$ cat src/rtl/trigger_ctrl.sv
// Command-side trigger controller: decodes SUMP opcodes into trigger config
// strobes and sequences arm -> wait for run -> post-trigger count -> done.
module trigger_ctrl #(
   parameter int DLY_W = 16
) (
   input  logic        clk_i,
   input  logic        rst_in,
   input  logic [7:0]  opc_i,
   input  logic [31:0] data_i,
   input  logic        exec_i,
   input  logic        stb_i,
   input  logic        run_i,
   output logic [31:0] cmd_o,
   output logic        set_mask_o,
   output logic        set_val_o,
   output logic        set_cfg_o,
   output logic [1:0]  stg_o,
   output logic        arm_o,
   output logic        trg_rst_on,
   output logic        cap_en_o,
   output logic        done_o,
   output logic        id_o
);

   // state   | meaning
   // IDLE    | accepting config, delay and arm commands
   // ARMED   | trigger armed, waiting for run_i
   // CAPTURE | counting post-trigger sample strobes toward 4*(dly+1)
   typedef enum logic [1:0] {IDLE, ARMED, CAPTURE} state_t;

   state_t           state_q, state_d;
   logic [DLY_W-1:0] dly_q, dly_d;
   logic [DLY_W+1:0] cnt_q, cnt_d;
   logic [DLY_W+1:0] target;
   logic [31:0]      cmd_d;
   logic [1:0]       stg_d;
   logic             set_mask_d, set_val_d, set_cfg_d;
   logic             arm_d, id_d, trg_rst_d, done_d, cap_en_d;
   logic             is_rst, is_arm, is_id, is_dly, is_cfg, terminal;

   assign is_rst = exec_i && (opc_i == 8'h00);
   assign is_arm = exec_i && (opc_i == 8'h01);
   assign is_id  = exec_i && (opc_i == 8'h02);
   assign is_dly = exec_i && (opc_i == 8'h81);
   assign is_cfg = exec_i && (opc_i[7:4] == 4'hC) && (opc_i[1:0] != 2'b11);

   // 4*(dly+1)-1 == {dly, 2'b11}: exact at DLY_W+2 bits, never overflows
   assign target   = {dly_q, 2'b11};
   assign terminal = (state_q == CAPTURE) && stb_i && (cnt_q == target);

   always_comb begin
      state_d    = state_q;
      dly_d      = dly_q;
      cnt_d      = cnt_q;
      cmd_d      = cmd_o;
      stg_d      = stg_o;
      set_mask_d = 1'b0;
      set_val_d  = 1'b0;
      set_cfg_d  = 1'b0;
      arm_d      = 1'b0;
      id_d       = 1'b0;
      trg_rst_d  = 1'b1;
      done_d     = 1'b0;
      if (is_rst) begin
         state_d   = IDLE;
         cnt_d     = '0;
         trg_rst_d = 1'b0;
      end else if (terminal) begin
         state_d = IDLE;
         cnt_d   = '0;
         done_d  = 1'b1;
      end else begin
         case (state_q)
            IDLE: begin
               if (is_cfg) begin
                  cmd_d      = data_i;
                  stg_d      = opc_i[3:2];
                  set_mask_d = (opc_i[1:0] == 2'b00);
                  set_val_d  = (opc_i[1:0] == 2'b01);
                  set_cfg_d  = (opc_i[1:0] == 2'b10);
               end
               if (is_dly) dly_d = DLY_W'(data_i[31:16]);
               if (is_arm) begin
                  arm_d   = 1'b1;
                  state_d = ARMED;
               end
               if (is_id) id_d = 1'b1;
            end
            ARMED: begin
               if (is_id) id_d = 1'b1;
               if (run_i) begin
                  state_d = CAPTURE;
                  cnt_d   = '0;
               end
            end
            CAPTURE: begin
               if (is_id) id_d = 1'b1;
               if (stb_i) cnt_d = cnt_q + 1'b1;
            end
            default: state_d = IDLE;
         endcase
      end
      // capture stays enabled through the done cycle itself
      cap_en_d = (state_d != IDLE) || done_d;
   end

   always_ff @(posedge clk_i) begin
      if (!rst_in) begin
         state_q    <= IDLE;
         dly_q      <= '0;
         cnt_q      <= '0;
         cmd_o      <= '0;
         stg_o      <= '0;
         set_mask_o <= 1'b0;
         set_val_o  <= 1'b0;
         set_cfg_o  <= 1'b0;
         arm_o      <= 1'b0;
         id_o       <= 1'b0;
         trg_rst_on <= 1'b1;
         done_o     <= 1'b0;
         cap_en_o   <= 1'b0;
      end else begin
         state_q    <= state_d;
         dly_q      <= dly_d;
         cnt_q      <= cnt_d;
         cmd_o      <= cmd_d;
         stg_o      <= stg_d;
         set_mask_o <= set_mask_d;
         set_val_o  <= set_val_d;
         set_cfg_o  <= set_cfg_d;
         arm_o      <= arm_d;
         id_o       <= id_d;
         trg_rst_on <= trg_rst_d;
         done_o     <= done_d;
         cap_en_o   <= cap_en_d;
      end
   end

endmodule

$ cat config.mk
export PLATFORM = sky130hd
export DESIGN_NAME = trigger_ctrl
export DESIGN_NICKNAME = d
export VERILOG_FILES = /design/src/rtl/trigger_ctrl.sv
export SDC_FILE = /design/constraint.sdc
export NUM_CORES = 1
export LEC_CHECK = 0
export CAP_MARGIN = 20
export CORE_MARGIN = 10
export CORE_UTILIZATION = 44
export CTS_CLUSTER_SIZE = 12
export DETAILED_ROUTE_END_ITERATION = 6
export PLACE_DENSITY = 0.87
export SLEW_MARGIN = 20
export SYNTH_ARGS = -nofsm -noshare
export SYNTH_HDL_FRONTEND = slang
export SYNTH_SLANG_ARGS = --single-unit
export TNS_END_PERCENT = 5
$ cat constraint.sdc
create_clock -name clk_i -period 1.7 [get_ports clk_i]
set_input_delay 0.34 -clock clk_i [delete_from_list [all_inputs] [get_ports clk_i]]
set_output_delay 0.34 -clock clk_i [all_outputs]
set_load 0.02 [all_outputs]
==> results of run 1 <==
cell type report:
type                            instances  share of cell area
Tap cell                               99              0.0256
Sequential cell                        78               0.323
Clock inverter                          7              0.0168
Timing Repair Buffer                  123               0.256
Clock buffer                            9              0.0256
Multi-Input combinational cell        262               0.351
Inverter                                2             0.00155
placed cells by master, fill, tap and decap left out, drive strengths merged, types with 2 or more instances in the layout:
master         instances
inv                    4
dfxtp                 78
xnor2                 11
buf                   37
nand3b                 3
nor4                   8
and4b                  2
clkinv                 3
nand2b                 3
mux2i                 16
a21boi                35
and2                   2
dlymetal6s2s          16
nor2b                 17
clkbuf                 9
nand3                 12
and3                   3
nor2                   3
clkdlybuf4s50         70
xor2                  21
nand4                  7
a21oi                  4
nand2                 83
nor3                  19
nor4b                  2
where the power goes:
group	internal, uW	total (uW)	switching, uW	leakage [uW]
clock	696	1420	721	0.000100
combinational	161	265	104	0.00142
sequential	1830	1840	4.65	0.000630
total	2690	3520	829	0.00215
logic make-up (layout without fill, tap and decap cells):
family,count (synthesis),in the layout,share of synthesized area
multiplexers,17,17,0.0512
AO/OA/AOI/OAI,43,43,0.0983
adder cells (fa/ha/maj),1,1,0.00374
AND/OR/NAND/NOR,169,169,0.263
buffers and inverters,23,141,0.0336
XOR/XNOR,32,32,0.0837
flip-flops,78,78,0.467
per-stage QoR:
stage | hold WS [ns] | std cells
2_1_floorplan | 0.416 | 363
4_1_cts | 0.470 | 580
3_5_place_dp | 0.458 | 564
3_3_place_gp | 0.450 | 564
6_report | 0.468 | 580
5_1_grt | 0.491 | 580
path summary, 6_finish.rpt:
| check | start | endpoint | slack (ns) | cells after the start |
|---|---|---|---|---|
| worst min register to register | stg_o[1] | stg_o[1] | 0.47 | 2 |
| worst min-delay path | stg_o[1] | stg_o[1] | 0.47 | 2 |
| worst max register to register | cnt_q[13] | done_o | 0.03 | 6 |
| worst max-delay path | cnt_q[13] | done_o | 0.03 | 6 |
worst register-to-register path, stage by stage (launching register included):
cell and delay, ns:
dfxtp_1 0.33, xor2_1 0.17, nor4_2 0.33, nand3_1 0.17, nor4_4 0.30, buf_12 0.21
and2b_1 0.13
repair_timing:
item | 4_1_cts | 5_1_grt
hold buffers | 0 | 0
endpoints found under the setup margin | 20 | 52
resized for setup | 2 | 23
registers in the layout, summed over array words and instances (netlist names):
register and cells:
done_o 1, cmd_o 32, cnt_q 18, trg_rst_on 1, set_val_o 1, set_mask_o 1
stg_o 2, set_cfg_o 1, arm_o 1, cap_en_o 1, dly_q 16, id_o 1
state_q 2
metal layers:
layer	global-route usage	vias up
li1	-	1459
met1	0.167	1405
met2	0.277	107
met3	0.0886	18
met4	0.0532	0
met5	0	-
==> run metrics, run 1 <==
status=finished clean; clk root buf=clkbuf_8; routed wire length=9.19 mm; Slew Limit Fails=0; Final TNS setup=0 ns; RSZ-0062 raised after global routing=true; initial drt markers=92; fmax=0.597 GHz; Total Nets Final=522; Core Util, Final=0.660; hpwl dp=6.87 mm; width of the die=107 um; M1 wire length=3.51 mm; Synth area leaders=dfxtp_1 47%, nand2_1 9.3%, a21boi_0 7.9%, xor2_1 5.5%, mux2i_1 4.8%; GRT Residual Overflow=0; vias per cell=5.15; Chip Height=107 um; Setup crit end kind=register; #FFs+latches synth=78; final instance area=4840 um^2; clock skew=0.0109 ns; Synth Warn #=0; register area=1570 um^2; P_leak=0.00215 uW; Yosys cell types=41; total nets after synthesis=409; final setup fails=0; antenna violations before repair=0; main flop type after synthesis=dfxtp_1; synthesized area=3350 um^2; # H-tree levels=3; Total GRT Usage=0.163; drt pass-1 iters=4; Ports=87; CTS Buf Count=9; Worst-Skew Late Latency=0.34 ns; Placed Area=4570 um^2; pre-CTS setup slack=-0.337 ns; die area=11500 um^2; Avg Cell Area, Syn=9.22 um^2; clk buf depth=2; fill count=517; largest net degree at the start of global routing=33; number of global-route vias before repair=3227; IO buf count=86; CTS sink cnt=78; Avg WL per Cell=15.8 um; Cells after Synth=363; Final Cycle Share=0.985; Worst Path Required=1.99 ns; Core Region=7330 um^2; Cell Chain, Critical Path=xor2_1, nor4_2, nand3_1, nor4_4, buf_12, and2b_1; routability cong.=0.788; Final min period=1.67 ns; CP peak stage delay=0.33 ns; area taken by multi-input logic gates=1700 um^2; top-count cell post-synth=nand2_1; top cell type by total area after synthesis=dfxtp_1; Power, Total=3520 uW; final hold vios=0; Pwr Density=727 nW/um^2; total number of vias=2989; sequential-to-total area share from yosys stat=0.467; Layout area overhead=44.6%; met3 WL=1.06 mm; Hold Path Class=register to register; Synth top area share=0.467; register clock-pin slew on the reported worst setup and hold paths=0.08 ns; Worst EP arrival=1.97 ns; Setup WS post-layout=0.0258 ns; first-pass GRT wire length=15.3 mm; DRC Markers=0; EDFF count, synth=0; slew at the pin closest to its max-slew limit=0.344 ns; Max-Cap Viols=0; critical path's slowest cell=dfxtp_1; CP Max Fanout=23; highest routed metal layer=met4; WP buf/inv=1; commonest cells in the synthesized netlist=83 x nand2_1, 78 x dfxtp_1, 35 x a21boi_0; met2 routed WL=4.42 mm; initial core utilization=0.457; CP top delay family=simple AND/OR/NAND/NOR gates; CTS tree=done; WS Path Type=register to register; post-detailed-route count of antenna-violating nets=0; Setup Fix Bufs, Post-CTS=0; diode count=0; Post-synth ARST share=0; num rows=31; worst relative slew slack=0.769; Startpoint Class=register; Worst VDD drop=0.617 mV; layout cells sized above 1=0.146
Power figures use the tool's default switching activity.
==> run 2, diff against run 1 <==
- CAP_MARGIN: 20 -> default
==> results of run 2 <==
Final layout, timing and power as in run 1 (identical DEF).
==> run 3, diff against run 2 <==
- CORE_MARGIN: 10 -> default
==> run 3 against run 2 <==
Net effect:
- utilization is 0.37 points higher
- clock power rose by 4%
- fmax barely moved
- wire length fell by 8.6%
- first-iteration DRC count rose by 37%
- total power grew 1.8%
- non-clock buffer count is 4 higher
- worst hold slack worse by 0.0036 ns
- sequential share of layout area is essentially flat
- largest power group unchanged
==> run metrics, run 3 (synthesis results as in run 1) <==
antenna violations before repair=0 (unchanged); final hold vios=0 (unchanged); clock skew=0.0104 ns (was 0.0109 ns); most common cell after layout, fill and taps aside=clkdlybuf4s50_1 (was nand2_1); die area=7960 um^2 (was 11500 um^2); Setup Fix Bufs, Post-CTS=0 (unchanged); post-detailed-route count of antenna-violating nets=0 (unchanged); cts hold-fix bufs=0 (unchanged); Setup crit end kind=register (unchanged); Worst-Skew Late Latency=0.35 ns (was 0.34 ns); final setup fails=0 (unchanged); crit path from=opc_i[5] (was cnt_q[13]); Levels on crit path=8 (was 6); CP top delay family=buffers and inverters (was simple AND/OR/NAND/NOR gates); largest net degree at the start of global routing=29 (was 33); Core Util, Final=0.664 (was 0.660); number of global-route vias before repair=2974 (was 3227); clk buf depth=2 (unchanged); worst hold slack=0.464 ns (was 0.468 ns); Layout area overhead=44.7% (was 44.6%); routed wire length=8.40 mm (was 9.19 mm); CTS Buf Count=9 (unchanged); Final min period=1.67 ns (about the same); Worst EP arrival=1.91 ns (was 1.97 ns); Max-Cap Viols=0 (unchanged); Ports=87 (unchanged); Avg WL per Cell=14.4 um (was 15.8 um); Placed Area=4570 um^2 (about the same); clk root buf=clkbuf_8 (unchanged); P_leak=0.00193 uW (was 0.00215 uW); vias per cell=5.10 (was 5.15); grt met1 use=0.252 (was 0.167); register clock-pin slew on the reported worst setup and hold paths=0.08 ns (about the same); Worst Path Required=1.94 ns (was 1.99 ns); diode count=0 (unchanged); total number of vias=2981 (was 2989); Total GRT Usage=0.224 (was 0.163); Total Nets Final=526 (was 522); DRC Markers=0 (unchanged); num rows=31 (unchanged); first-pass GRT wire length=13.5 mm (was 15.3 mm); r2r setup slk=0.07 ns (was 0.03 ns); Startpoint Class=primary input (was register); gr busiest metal=met2 (unchanged); Core Region=7290 um^2 (was 7330 um^2); Cell Chain, Critical Path=clkdlybuf4s50_1, nor2_1, and4_4, buf_4, nand3_2, buf_4, mux2i_1, nor2b_1 (was xor2_1, nor4_2, nand3_1, nor4_4, buf_12, and2b_1); CTS tree=done (unchanged); initial core utilization=0.459 (was 0.457); CP Max Fanout=4 (was 23); fmax=0.597 GHz (about the same); # H-tree levels=3 (unchanged); Final Cycle Share=0.985 (about the same); reg2reg path depth=5 (was 6); reg2reg end=cnt_q[14] (was done_o); critical path's slowest cell=clkdlybuf4s50_1 (was dfxtp_1); IO buf count=86 (unchanged); M2 GR Usage=0.387 (was 0.277); width of the die=89.2 um (was 107 um); WP buf/inv=3 (was 1); CP peak stage delay=0.47 ns (was 0.33 ns); final instance area=4840 um^2 (about the same); GRT Residual Overflow=0 (unchanged); Crit path top cell by count=buf_4; drt pass-1 iters=4 (unchanged); status=finished clean (unchanged); layout cells sized above 1=0.157 (was 0.146); commonest non-fill, non-tap cells in the layout=83 x clkdlybuf4s50_1, 82 x nand2_1, 75 x dfxtp_1, 36 x buf_4, 34 x a21boi_0 (was 83 x nand2_1, 75 x dfxtp_1, 70 x clkdlybuf4s50_1, 35 x a21boi_0, 32 x buf_4); CP Capture Point=dly_q[8] (was done_o); Pwr Density=740 nW/um^2 (was 727 nW/um^2); worst relative slew slack=0.809 (was 0.769); Slew Limit Fails=0 (unchanged); WS Path Type=primary input to register (was register to register); Chip Height=89.2 um (was 107 um); max reg flops=32 (unchanged); Worst VDD drop=0.557 mV (was 0.617 mV); initial drt markers=126 (was 92); slew at the pin closest to its max-slew limit=0.283 ns (was 0.344 ns); CTS sink cnt=78 (unchanged); Worst R2R Start=cnt_q[14] (was cnt_q[13]); RSZ-0062 raised after global routing=true (unchanged); hpwl dp=6.25 mm (was 6.87 mm); biggest regs=cmd_o: 32 flops, cnt_q: 18 flops, dly_q: 16 flops (unchanged); met3 Use GR=0.0563 (was 0.0886); Hold Path Class=register to register (unchanged); routability cong.=0.849 (was 0.788); Top reg by flops=cmd_o (unchanged)
-- run 3: cell count changes in the layout (fill, tap and decap cells not counted), sizes merged --
| cell | change |
|---|---|
| clkbuf | +3 |
| clkinvlp | +1 |
| buf | +4 |
| clkdlybuf4s50 | +13 |
| clkinv | -2 |
| inv | -2 |
| dlymetal6s2s | -13 |
-- run 3: layout make-up --
class / instances / area [um^2]
fillers: 596 / 2450
multi-input cells: 262 / 1710
flip-flops and latches: 78 / 1570
repair buffers: 127 / 1220
clock buffers: 12 / 165
well taps: 99 / 124
clock inverters: 4 / 53.8
inverters: 2 / 7.51
-- run 3: timing repair --
action	CTS	global route
endpoints found under the setup margin	24	42
endpoints found under the hold margin	0	0
gates resized for setup	2	16
-- run 3: through the flow --
step	setup TNS (ns)	worst slack (ns)	power, uW	std cells
after floorplan	-0.242	-0.0242	1960	363
after global placement	-15.93	-0.264	2140	568
after detailed placement	-20.39	-0.331	2140	568
after CTS	0	0.0152	3600	584
after global routing	-0.0432	-0.0259	3710	584
final	0	0.0251	3580	584
-- run 3: tightest hold or removal path, delay by kind of cell, from the launching register on --
family	cells	cell delay, ns
flip-flops	1	0.32
AND/OR/NAND/NOR	1	0.04
AO/OA/AOI/OAI	1	0.06
-- run 3: worst min-delay path by stage --
| stage | from | end | depth (start not counted) |
|---|---|---|---|
| floorplan | opc_i[1] | set_mask_o | 1 |
| global placement | cmd_o[7] | cmd_o[7] | 2 |
| detailed placement | cmd_o[3] | cmd_o[3] | 2 |
| CTS | cmd_o[26] | cmd_o[26] | 2 |
| global route | cmd_o[26] | cmd_o[26] | 2 |
| finish | cmd_o[3] | cmd_o[3] | 2 |
-- run 3: metal layers --
layer	wire, um	share of wire
met1	3550	0.42
met2	4090	0.49
met3	470	0.056
met4	289	0.034
met5	0	0
-- run 3: power by group --
| part | leakage (uW) | switching [uW] | internal (uW) |
|---|---|---|---|
| sequential | 0.000630 | 4.78 | 1830 |
| combinational | 0.00119 | 105 | 165 |
| clock | 0.000105 | 671 | 801 |
| total | 0.00193 | 782 | 2800 |
